File: config.mk
export PLATFORM = sky130hd
export DESIGN_NAME = dequant_reconstruct_flat
export DESIGN_NICKNAME = d
export VERILOG_FILES = /design/src/rtl/dequant_reconstruct_pkg.sv /design/src/rtl/dequant_reconstruct_if.sv /design/src/rtl/dequant_reconstruct_mul_core.sv /design/src/rtl/dequant_reconstruct.sv /design/src/flat_wrapper.sv
export SDC_FILE = /design/constraint.sdc
export NUM_CORES = 1
export LEC_CHECK = 0
export ABC_AREA = 1
export ABC_CLOCK_PERIOD_IN_PS = 2470
export CAP_MARGIN = 20
export CORE_ASPECT_RATIO = 1.1
export CORE_UTILIZATION = 54
export DETAILED_ROUTE_END_ITERATION = 16
export GPL_TIMING_DRIVEN = 0
export PLACE_DENSITY = 0.85
export SYNTH_ARGS = -nofsm -noshare
export SYNTH_HDL_FRONTEND = slang
export SYNTH_HIERARCHICAL = 1
export SYNTH_SLANG_ARGS = --single-unit
File: constraint.sdc
create_clock -name clk -period 2.47 [get_ports clk]
set_input_delay 0.494 -clock clk [delete_from_list [all_inputs] [get_ports clk]]
set_output_delay 0.494 -clock clk [all_outputs]
set_load 0.01 [all_outputs]
File: src/rtl/dequant_reconstruct_pkg.sv
// quant_pkg: widths, FSM state type and saturation limit shared across the quantizer path
package quant_pkg;
  localparam int QUOT_WIDTH = 6;
  localparam int STEP_WIDTH = 9;
  localparam int OUT_WIDTH = 10;
  localparam int OUT_MAX = (1 << OUT_WIDTH) - 1;
  typedef enum logic [1:0] {IDLE, MUL, FIN, DONE} state_t;
endpackage

File: src/rtl/dequant_reconstruct_if.sv
// dequant_reconstruct_if: input pair and output sample handshakes
interface dequant_reconstruct_if
  import quant_pkg::*;
#(
  parameter int QUOT_WIDTH = quant_pkg::QUOT_WIDTH,
  parameter int STEP_WIDTH = quant_pkg::STEP_WIDTH,
  parameter int OUT_WIDTH = quant_pkg::OUT_WIDTH
);
  logic in_valid;
  logic in_ready;
  logic [QUOT_WIDTH-1:0] quotient;
  logic [STEP_WIDTH-1:0] step;
  logic out_valid;
  logic out_ready;
  logic [OUT_WIDTH-1:0] recon;
  logic saturated;
  modport master(output in_valid, quotient, step, out_ready, input in_ready, out_valid, recon, saturated);
  modport slave(input in_valid, quotient, step, out_ready, output in_ready, out_valid, recon, saturated);
endinterface

File: src/rtl/dequant_reconstruct_mul_core.sv
// shift_add_mul_core: fixed-latency iterative multiplier, one multiplicand bit per cycle
module shift_add_mul_core #(
  parameter int QW = 6,
  parameter int SW = 9
) (
  input  logic clk,
  input  logic rst_n,
  input  logic start,
  input  logic [QW-1:0] mcand,
  input  logic [SW-1:0] mplier,
  output logic busy,
  output logic done,
  output logic [QW+SW:0] acc,
  output logic [SW-1:0] step_q
);
  localparam int AW = QW + SW + 1;
  localparam int CW = $clog2(QW) + 1;
  logic [QW-1:0] mcand_q;
  logic [CW-1:0] cnt;
  assign done = busy && cnt == CW'(QW - 1);
  always_ff @(posedge clk or negedge rst_n) begin
    if (!rst_n) begin
      mcand_q <= '0;
      step_q <= '0;
      acc <= '0;
      cnt <= '0;
      busy <= 1'b0;
    end else if (start) begin
      mcand_q <= mcand;
      step_q <= mplier;
      acc <= '0;
      cnt <= '0;
      busy <= 1'b1;
    end else if (busy) begin
      if (mcand_q[0]) acc <= acc + (AW'(step_q) << cnt);
      mcand_q <= mcand_q >> 1;
      cnt <= cnt + 1'b1;
      busy <= !done;
    end
  end
endmodule

File: src/rtl/dequant_reconstruct.sv
// dequant_reconstruct: rebuilds level*step + step/2, clamped to the output width
module dequant_reconstruct
  import quant_pkg::*;
#(
  parameter int QUOT_WIDTH = quant_pkg::QUOT_WIDTH,
  parameter int STEP_WIDTH = quant_pkg::STEP_WIDTH,
  parameter int OUT_WIDTH = quant_pkg::OUT_WIDTH
) (
  input logic clk,
  input logic rst_n,
  dequant_reconstruct_if.slave bus
);
  localparam int AW = QUOT_WIDTH + STEP_WIDTH + 1;
  state_t state, state_n;
  logic [AW-1:0] acc, sum;
  logic [STEP_WIDTH-1:0] step_q;
  logic busy, done, start, over;
  logic [OUT_WIDTH-1:0] recon_q;
  logic sat_q;
  assign start = state == IDLE && bus.in_valid && !busy;
  shift_add_mul_core #(.QW(QUOT_WIDTH), .SW(STEP_WIDTH)) u_core (
    .clk(clk),
    .rst_n(rst_n),
    .start(start),
    .mcand(bus.quotient),
    .mplier(bus.step),
    .busy(busy),
    .done(done),
    .acc(acc),
    .step_q(step_q)
  );
  assign sum = acc + AW'(step_q >> 1);
  assign over = |sum[AW-1:OUT_WIDTH];
  always_comb begin
    state_n = state;
    unique case (state)
      IDLE: state_n = start ? MUL : IDLE;
      MUL: state_n = done ? FIN : MUL;
      FIN: state_n = DONE;
      DONE: state_n = bus.out_ready ? IDLE : DONE;
    endcase
  end
  always_ff @(posedge clk or negedge rst_n) begin
    if (!rst_n) begin
      state <= IDLE;
      recon_q <= '0;
      sat_q <= 1'b0;
    end else begin
      state <= state_n;
      if (state == FIN) begin
        recon_q <= over ? '1 : sum[OUT_WIDTH-1:0];
        sat_q <= over;
      end
    end
  end
  assign bus.in_ready = state == IDLE;
  assign bus.out_valid = state == DONE;
  assign bus.recon = recon_q;
  assign bus.saturated = sat_q;
endmodule

File: src/flat_wrapper.sv
// flat-port wrapper written by rule: the top's interface ports become plain ports
module dequant_reconstruct_flat import quant_pkg::*;
#(
  parameter int QUOT_WIDTH = quant_pkg::QUOT_WIDTH,
  parameter int STEP_WIDTH = quant_pkg::STEP_WIDTH,
  parameter int OUT_WIDTH = quant_pkg::OUT_WIDTH
)
  (clk, rst_n, bus_in_valid, bus_quotient, bus_step, bus_out_ready, bus_in_ready, bus_out_valid, bus_recon, bus_saturated);
  dequant_reconstruct_if #(.QUOT_WIDTH(QUOT_WIDTH), .STEP_WIDTH(STEP_WIDTH), .OUT_WIDTH(OUT_WIDTH)) bus_i ();
  input logic clk;
  input logic rst_n;
  input wire logic [$bits(bus_i.in_valid)-1:0] bus_in_valid;
  input wire logic [$bits(bus_i.quotient)-1:0] bus_quotient;
  input wire logic [$bits(bus_i.step)-1:0] bus_step;
  input wire logic [$bits(bus_i.out_ready)-1:0] bus_out_ready;
  output wire logic [$bits(bus_i.in_ready)-1:0] bus_in_ready;
  output wire logic [$bits(bus_i.out_valid)-1:0] bus_out_valid;
  output wire logic [$bits(bus_i.recon)-1:0] bus_recon;
  output wire logic [$bits(bus_i.saturated)-1:0] bus_saturated;
  assign bus_i.in_valid = bus_in_valid;
  assign bus_i.quotient = bus_quotient;
  assign bus_i.step = bus_step;
  assign bus_i.out_ready = bus_out_ready;
  assign bus_in_ready = bus_i.in_ready;
  assign bus_out_valid = bus_i.out_valid;
  assign bus_recon = bus_i.recon;
  assign bus_saturated = bus_i.saturated;
  dequant_reconstruct #(.QUOT_WIDTH(QUOT_WIDTH), .STEP_WIDTH(STEP_WIDTH), .OUT_WIDTH(OUT_WIDTH)) u_core (.clk(clk), .rst_n(rst_n), .bus(bus_i));
endmodule
Word-level counts from Yosys, hierarchy flattened
Cells that the tools add are included.
{ "classes": {"shifts": 1, "n_reduce_logical": 10, "n_eq_ne": 4, "add_sub_neg": 3, "muxes": 14} }
{ "op_table": {"columns": ["cell", "n"], "rows": [
  ["16-bit two-way mux", 3],
  ["16-bit adder", 1],
  ["16-bit by 8-bit adder with 16-bit output", 1],
  ["9-bit by 4-bit << shifter with 16-bit output", 1],
  ["6-bit two-way mux", 2],
  ["10-bit two-way mux", 1],
  ["4-bit two-way mux", 2],
  ["2-bit case mux with 4 select lines", 1],
  ["6-bit OR reduction", 1],
  ["4-bit by 1-bit adder with 4-bit output, second input constant", 1],
  ["2-bit == test, second input constant", 2],
  ["4-bit by 3-bit == test with 1-bit output, second input constant", 1],
  ["2-bit two-way mux", 2],
  ["2-bit nonzero test", 2],
  ["1-bit logical AND", 3],
  ["1-bit two-way mux", 3],
  ["2-bit by 1-bit == test with 1-bit output, second input constant", 1],
  ["1-bit logical NOT", 2],
  ["2-bit logical NOT", 1],
  ["2-bit AND reduction", 1]
]} }
{ "totals": {"ff_bits": 49, "input_bits": 19, "out_inout_bits": 13, "word_cells": 40} }

Longest topological paths before layout
{ "logic_depth": {"word_depth": 5, "ltp_mapped": 19, "depth_no_buf": 18} }

Modules after synthesis
The synthesis kept the hierarchy.
{ "by_module_without_submodules": {"columns": ["module", "area_per_inst_um2", "instances", "cells_per_inst"], "rows": [
  ["shift_add_mul_core", 2751.4, 1, 381],
  ["dequant_reconstruct", 1377.6, 1, 229]
]} }

Least setup slack after synthesis
No wires, ideal clock.
{ "synth_timing": {"path_type": "register to register", "from": "register u_core.u_core.cnt[3]", "to": "register u_core.u_core.acc[10]", "arrival_time_ns": 2.200, "t_required_ns": 2.351, "synth_period_minus_slack_ns": 2.319, "stages_incl_launch_ff": 18, "setup_time_ns": 0.119, "slack_ns": 0.151, "cell_sequence": "dfrtp_1 -> buf_2 -> nor2_1 -> inv_1 -> nor2_1 -> ha_1 -> inv_1 -> fa_1 -> inv_1 -> nand3_1 -> nand2_2 -> a21boi_2 -> nor2_2 -> nand2_1 -> nand2_1 -> nand2_1 -> nand2_1 -> o21ai_2"} }
{ "synth_between": {"elab_chain_len": 5} }
{ "synth_lines": {"columns": ["item", "line_no", "text"], "rows": [
  ["start: declaration", "dequant_reconstruct_mul_core.sv:19", "logic [CW-1:0] cnt;"],
  ["start signal: assignment", "dequant_reconstruct_mul_core.sv:37", "cnt <= cnt + 1'b1;"],
  ["9-bit by 4-bit << shifter with 16-bit output", "dequant_reconstruct_mul_core.sv:35", "if (mcand_q[0]) acc <= acc + (AW'(step_q) << cnt);"],
  ["16-bit adder", "dequant_reconstruct_mul_core.sv:35", null],
  ["16-bit two-way mux", "dequant_reconstruct_mul_core.sv:35", null],
  ["16-bit two-way mux", "dequant_reconstruct_mul_core.sv:34", "end else if (busy) begin"],
  ["16-bit two-way mux", "dequant_reconstruct_mul_core.sv:28", "end else if (start) begin"],
  ["end signal: assignment", "dequant_reconstruct_mul_core.sv:35", null],
  ["end: declaration", "dequant_reconstruct_mul_core.sv:13", "output logic [QW+SW:0] acc,"]
]} }
No other way between the ends. The select of a mux whose other input is x is not followed.
A chain may end at the register's enable or synchronous reset.

Worst setup path after layout
{ "layout_timing": {"from": "register u_core.u_core.cnt[0]", "to": "register u_core.u_core.acc[14]"} }
Same word-level chain as after synthesis.

==> run metrics <==
number of warnings reported in the yosys synthesis log 6; category of the worst setup path launch point flip-flop; Total Negative Setup Slacks -1.058 ns; height of the die 93.71 microns; pin count of the biggest net entering global routing 34; clock-pin slew on the worst setup and hold paths 0.11 ns; crit share post-route 112.6%; initial standard-cell utilization of the core 55.56%; final critical delay including setup and external delays 2.780 ns; Routed WL per cell 18.91 microns; Inserted Clock Buffers 5; share of layout cells above drive strength 1 31.49%; remaining antenna violation count after routing 0; data required time at the worst endpoint 2.68 ns; share of synthesized registers carrying an async set or reset 100.0%; Worst Max-Slew Pin Slew 0.4864 ns; PwrDens 1598 mW/mm^2; status complete, but fails checks; horizontal extent of the die 85.38 microns; number of antenna violations at the first check in global routing 0; Static Leak 2.727 nW; Post-synth EDFFs 0; Final Net Count 734; FP Rows 33; CP Capture Type flip-flop; number of design rule violations left after detail routing 0; global-route wire length before repair 18970 microns; number of buffers on the longest clock path 2; layout overhead on the synthesized area 37.55%; post-route cell area 0.005679 sq mm; Clock H-tree levels 2; unique cell type count in the Yosys netlist 47; clock tree from TritonCTS built; post-route worst setup slack -0.3100 ns; Final Skew 0.01887 ns; number of buffers added on ports 31; vias per cell 6.268; Detailed Route Iter0 Violations 581; flip-flop cell with the highest count after synthesis sky130_fd_sc_hd__dfrtp_1; clock insertion delay at the later pin of the skew report 0.33 ns; Area after DPL 0.004563 sq mm; violations in the final reports setup timing; Antenna Cells 0; Post-Syn Instances 610; Top-Level Pins 32; total congestion overflow 0; die area 0.008000 sq mm; routed via count 4864; drt pass-1 iters 5; worst-path maximum fanout 5; total of flip-flops plus latches after synthesis 49; GPL Wtd Cong 0.9491; number of maximum-capacitance constraint violations 0; setup repair after global routing missed its margin true; synthesized cell area 0.004129 sq mm; CTS sink cnt 49; number of global-route vias before repair 4210; part of the Yosys area used for sequential elements 29.70%; GRT Overall Usage 30.42%; worst rel slew slack 67.46%; Total Power 9.073 mW; count of filler cells inserted in the layout 460; Final setup viols 9; clock root buffer master sky130_fd_sc_hd__clkbuf_8; Final HPWL DP 8398 microns; fmax 0.3597 GHz; Post-Synthesis Net Count 656; Final Hold Viols 0; Crit Path Class flip-flop to flip-flop; core region area 0.007432 sq mm; number of pins exceeding their max-slew limit in the final report 0; average cell area after synthesis 6.769 sq um; type of the most critical hold path primary input to async pin; Total Wirelength 14680 microns; maximum vdd drop 0.0008588 V; arrival time at the worst endpoint 2.99 ns
## cells by family (layout without fill, tap and decap cells)
| family | after synthesis | count (layout) | share of synthesized area, % |
|---|---|---|---|
| and+or+nand+nor | 344 | 344 | 37.58 |
| AOI/OAI and AO/OA | 92 | 92 | 13.24 |
| buffers and inverters | 90 | 169 | 9.212 |
| DFF | 49 | 49 | 29.70 |
| adders and majority gates | 27 | 27 | 8.545 |
| xor gates and xnor gates | 7 | 7 | 1.485 |
| muxes | 1 | 1 | 0.2424 |
## metrics by stage
| step | utilization [%] | hold slack (ns) | instances | setup WS [ns] |
|---|---|---|---|---|
| global placement | 61.20 | 0.4715 | 728 | -0.5729 |
| detailed placement | 61.40 | 0.4530 | 729 | -0.2428 |
| floorplan | - | 0.1984 | 610 | 0.1507 |
| global route | 76.41 | 0.1232 | 776 | -0.5401 |
| CTS | 68.28 | 0.1034 | 760 | -0.04758 |
| finish | 76.41 | 0.1038 | 776 | -0.3100 |
## cells in the mapped netlist, types with 2 or more instances
master	n	area [sq um]
sky130_fd_sc_hd__a21boi_0	2	15.01
sky130_fd_sc_hd__a21o_1	2	15.01
sky130_fd_sc_hd__a21oi_1	23	115.1
sky130_fd_sc_hd__a21oi_2	3	26.28
sky130_fd_sc_hd__a22oi_1	3	22.52
sky130_fd_sc_hd__buf_2	2	10.01
sky130_fd_sc_hd__buf_4	2	15.01
sky130_fd_sc_hd__buf_6	3	33.78
sky130_fd_sc_hd__clkbuf_1	3	11.26
sky130_fd_sc_hd__dfrtp_1	49	1226
sky130_fd_sc_hd__fa_1	2	40.04
sky130_fd_sc_hd__ha_1	25	312.8
sky130_fd_sc_hd__inv_1	66	247.7
sky130_fd_sc_hd__inv_2	12	45.04
sky130_fd_sc_hd__nand2_1	192	720.7
sky130_fd_sc_hd__nand2_2	13	81.33
sky130_fd_sc_hd__nand3_1	45	225.2
sky130_fd_sc_hd__nand3_2	7	70.07
sky130_fd_sc_hd__nand4_1	3	18.77
sky130_fd_sc_hd__nor2_1	55	206.5
sky130_fd_sc_hd__nor2_2	2	12.51
sky130_fd_sc_hd__nor2_4	3	33.78
sky130_fd_sc_hd__nor3_1	5	25.02
sky130_fd_sc_hd__o211ai_1	2	15.01
sky130_fd_sc_hd__o21ai_0	17	85.08
sky130_fd_sc_hd__o21ai_1	21	105.1
sky130_fd_sc_hd__o21ai_2	2	17.52
sky130_fd_sc_hd__o21bai_1	3	22.52
sky130_fd_sc_hd__o221ai_1	4	35.03
sky130_fd_sc_hd__o22ai_1	6	37.54
sky130_fd_sc_hd__or2_1	3	18.77
sky130_fd_sc_hd__or2_2	10	62.56
sky130_fd_sc_hd__xor2_1	6	52.55
## cell usage in the layout (no fill, tap or decap), types with 14 or more instances in the layout
cell type                         synthesis  routed
sky130_fd_sc_hd__nor2_1                  55      39
sky130_fd_sc_hd__nand2_1                192     164
sky130_fd_sc_hd__dfrtp_1                 49      46
sky130_fd_sc_hd__a21oi_1                 23      14
sky130_fd_sc_hd__nand2_2                 13      30
sky130_fd_sc_hd__clkdlybuf4s50_1          0      30
sky130_fd_sc_hd__nand3_1                 45      38
sky130_fd_sc_hd__o21ai_1                 21      14
sky130_fd_sc_hd__buf_4                    2      33
sky130_fd_sc_hd__inv_1                   66      60
sky130_fd_sc_hd__inv_2                   12      16
## layout make-up
cell class / instances / area [sq um] / share of cell area (%)
multi-input cells: 471 / 3163 / 55.69
flip-flops and latches: 49 / 1230 / 21.66
repair buffers: 71 / 678.2 / 11.94
inverters: 80 / 320.3 / 5.640
well taps: 87 / 108.9 / 1.917
plain buffers: 10 / 81.33 / 1.432
clock buffers: 5 / 68.82 / 1.212
clock inverters: 3 / 28.78 / 0.5067
## sequential cells by signal, summed over array words and instances, names as in the netlist
name,count
u_core/u_core/busy,1
u_core/u_core/acc,16
u_core/bus.recon,10
u_core/u_core/step_q,9
u_core/u_core/mcand_q,6
u_core/u_core/cnt,4
u_core/state,2
u_core/bus.saturated,1
## what timing repair did
action / CTS / global route
buffers inserted: 22 / 17
setup endpoints to repair: 12 / 22
gates cloned: 1 / 0
pin swaps: 26 / 56
gates resized for setup: 52 / 105
hold buffers: 0 / 0
## worst max-delay path, cell delays in order (launching register included)
cell	delay (ns)
sky130_fd_sc_hd__dfrtp_1	0.41
sky130_fd_sc_hd__buf_6	0.16
sky130_fd_sc_hd__buf_12	0.13
sky130_fd_sc_hd__nand2_1	0.15
sky130_fd_sc_hd__nand3_4	0.12
sky130_fd_sc_hd__nand2_4	0.10
sky130_fd_sc_hd__nand2_2	0.06
sky130_fd_sc_hd__o21ai_2	0.10
sky130_fd_sc_hd__o22ai_2	0.13
sky130_fd_sc_hd__ha_1	0.34
sky130_fd_sc_hd__buf_4	0.16
sky130_fd_sc_hd__inv_1	0.11
sky130_fd_sc_hd__o211ai_1	0.12
sky130_fd_sc_hd__nor2_1	0.26
sky130_fd_sc_hd__nand3_1	0.13
sky130_fd_sc_hd__nand2_1	0.12
sky130_fd_sc_hd__o21ai_1	0.06
## layer usage
metal  part of all wire (%)  GRT usage, %  vias to the layer above
li1                       -             -                     2130
met1                     34         35.12                     2246
met2                     49         54.70                      350
met3                    8.4         4.042                      138
met4                    8.2         16.39                        0
met5                      0             0                        -
## worst paths after layout
| path | start | to | slack (ns) | depth (start not counted) |
|---|---|---|---|---|
| worst max-delay path | u_core/u_core/cnt[0] | u_core/u_core/acc[14] | -0.31 | 16 |
| worst min-delay path | rst_n | u_core/u_core/cnt[1] | 0.10 | 1 |
| worst max register to register | u_core/u_core/cnt[0] | u_core/u_core/acc[14] | -0.31 | 16 |
| worst min register to register | u_core/u_core/mcand_q[1] | u_core/u_core/mcand_q[0] | 0.54 | 2 |
| max in group asynchronous | rst_n | u_core/u_core/step_q[1] | 1.82 | 2 |
| min in group clk | u_core/u_core/mcand_q[1] | u_core/u_core/mcand_q[0] | 0.54 | 2 |
## power breakdown
part	internal, mW	switching, mW	total (mW)
logic	2.90	4.05	6.95
clock network	0.213	0.325	0.538
registers	1.14	0.437	1.58
total	4.26	4.81	9.07
Note: power is estimated with default switching activity, not from simulation.
==> RTL change: new RTL, same flow settings <==
Encoding of `state_t`: now one-hot (4 bits for 4 states).
--- a/src/rtl/dequant_reconstruct_pkg.sv
+++ b/src/rtl/dequant_reconstruct_pkg.sv
@@ -4,6 +4,6 @@
   localparam int STEP_WIDTH = 9;
   localparam int OUT_WIDTH = 10;
   localparam int OUT_MAX = (1 << OUT_WIDTH) - 1;
-  typedef enum logic [1:0] {IDLE, MUL, FIN, DONE} state_t;
+  typedef enum logic [3:0] {IDLE = 4'b0001, MUL = 4'b0010, FIN = 4'b0100, DONE = 4'b1000} state_t;
 endpackage
 
Formal check against the unedited RTL: no difference found for any inputs over 4 cycles, from zero or initial values and one cycle with rst_n low; so few cycles prove little.
==> RTL change against the unedited design <==
- the run still ends with setup timing left
- routed wire length decreased by 7.2%
- final cell count increased by 2.6%
- combinational power decreased by 7.1%
- final area increased by 0.13%
- core utilization decreased by 1.2 points
- area after synthesis increased by 3.1%
- clock skew decreased by 0.0070 ns
- worst setup slack improved by 0.066 ns
- clock power increased by 14%
- sequential cell count increased by 2
- sequential share of layout area increased by 0.87 points
- power decreased by 5.6%
- synthesized cell count increased by 1.1%
- critical path type unchanged
- largest cell class unchanged
- highest routed layer unchanged
==> RTL change: results (changes against the unedited design) <==
metric;value;unit;change
clk pwr;0.616;mW;was 0.538 mW
Final HPWL DP;8350;um;was 8400 um
largest net degree at the start of global routing;33;;was 34
Net Count, Synth;663;;was 656
Int Pwr;4.00;mW;was 4.26 mW
most area-consuming cells after synthesis;dfrtp_1 29%, nand2_1 16%, ha_1 7.3%;;was dfrtp_1 30%, nand2_1 17%, ha_1 7.6%
Post-Route Setup TNS;-0.884;ns;was -1.06 ns
Adder-Cell Fraction of Synth Area;0.0829;;was 0.0855
mux contribution to synthesized area;0.00235;;was 0.00242
post-synthesis compound-gate area fraction;0.135;;was 0.132
status;finished with violations;;unchanged
Register Area;0.00128;mm^2;was 0.00123 mm^2
Clock power frac;0.072;;was 0.059
Setup-failing EPs final;9;;unchanged
Syn Area/Cell;6.90;um^2;was 6.77 um^2
post-synthesis xor/xnor area fraction;0.0144;;was 0.0148
multi-input combinational area share;0.547;;was 0.557
GRT Util Overall;0.292;;was 0.304
DP Worst Slack;-0.295;ns;was -0.243 ns
sequential share of the synthesized area;0.300;;was 0.297
count of multi-input gates;466;;was 471
Inverters;90;;was 80
vias in the first global route;4241;;was 4210
ClkCell Share;0.0196;;was 0.0172
leakage;2.81;nW;was 2.73 nW
seq_cells;51;;was 49
GPL Wtd Cong;0.956;;was 0.949
post-layout worst setup margin;-0.244;ns;was -0.310 ns
buffering overhead;0.122;;was 0.134
Final #Nets;736;;was 734
Reg2Reg Depth;14;;was 16
placed cells;754;;was 729
Layout Skew;0.0119;ns;was 0.0189 ns
via count;4667;;was 4864
Worst slew margin;0.586;;was 0.675
layout cells sized above 1;0.318;;was 0.315
first-pass GRT wire length;18800;um;was 19000 um
failing checks;setup timing;;unchanged
DR iter-0 viols;491;;was 581
## RTL change: changes by cell type after synthesis, sizes merged, moves of 2 or more
cell	delta
nor2	-3
nand2	-6
a21oi	+3
or2	-3
inv	+10
xor2	-2
xnor2	+2
nand3	+2
## RTL change: routing by layer
layer	vias to the layer above	GRT usage	routed length [um]
li1	2151	-	-
met1	2188	0.330	5140
met2	259	0.540	6960
met3	69	0.0485	892
met4	0	0.122	621
met5	-	0	0
## RTL change: critical path, cell delays in order (launching register included)
cell,delay (ns)
dfrtp_1,0.42
buf_6,0.16
clkbuf_16,0.16
o21ai_2,0.22
nand2_1,0.17
o221ai_2,0.28
ha_4,0.28
a21oi_2,0.23
nand2_1,0.11
nand2_1,0.12
nand2_1,0.08
a21oi_2,0.10
nand3_1,0.11
nand3_1,0.12
nand2_1,0.06
## RTL change: what timing repair did
item                       in CTS  in global routing
buffers inserted               16                 18
pin swaps                      20                 53
gates cloned                    0                  1
setup endpoints to repair       9                 22
resized for setup              41                 94
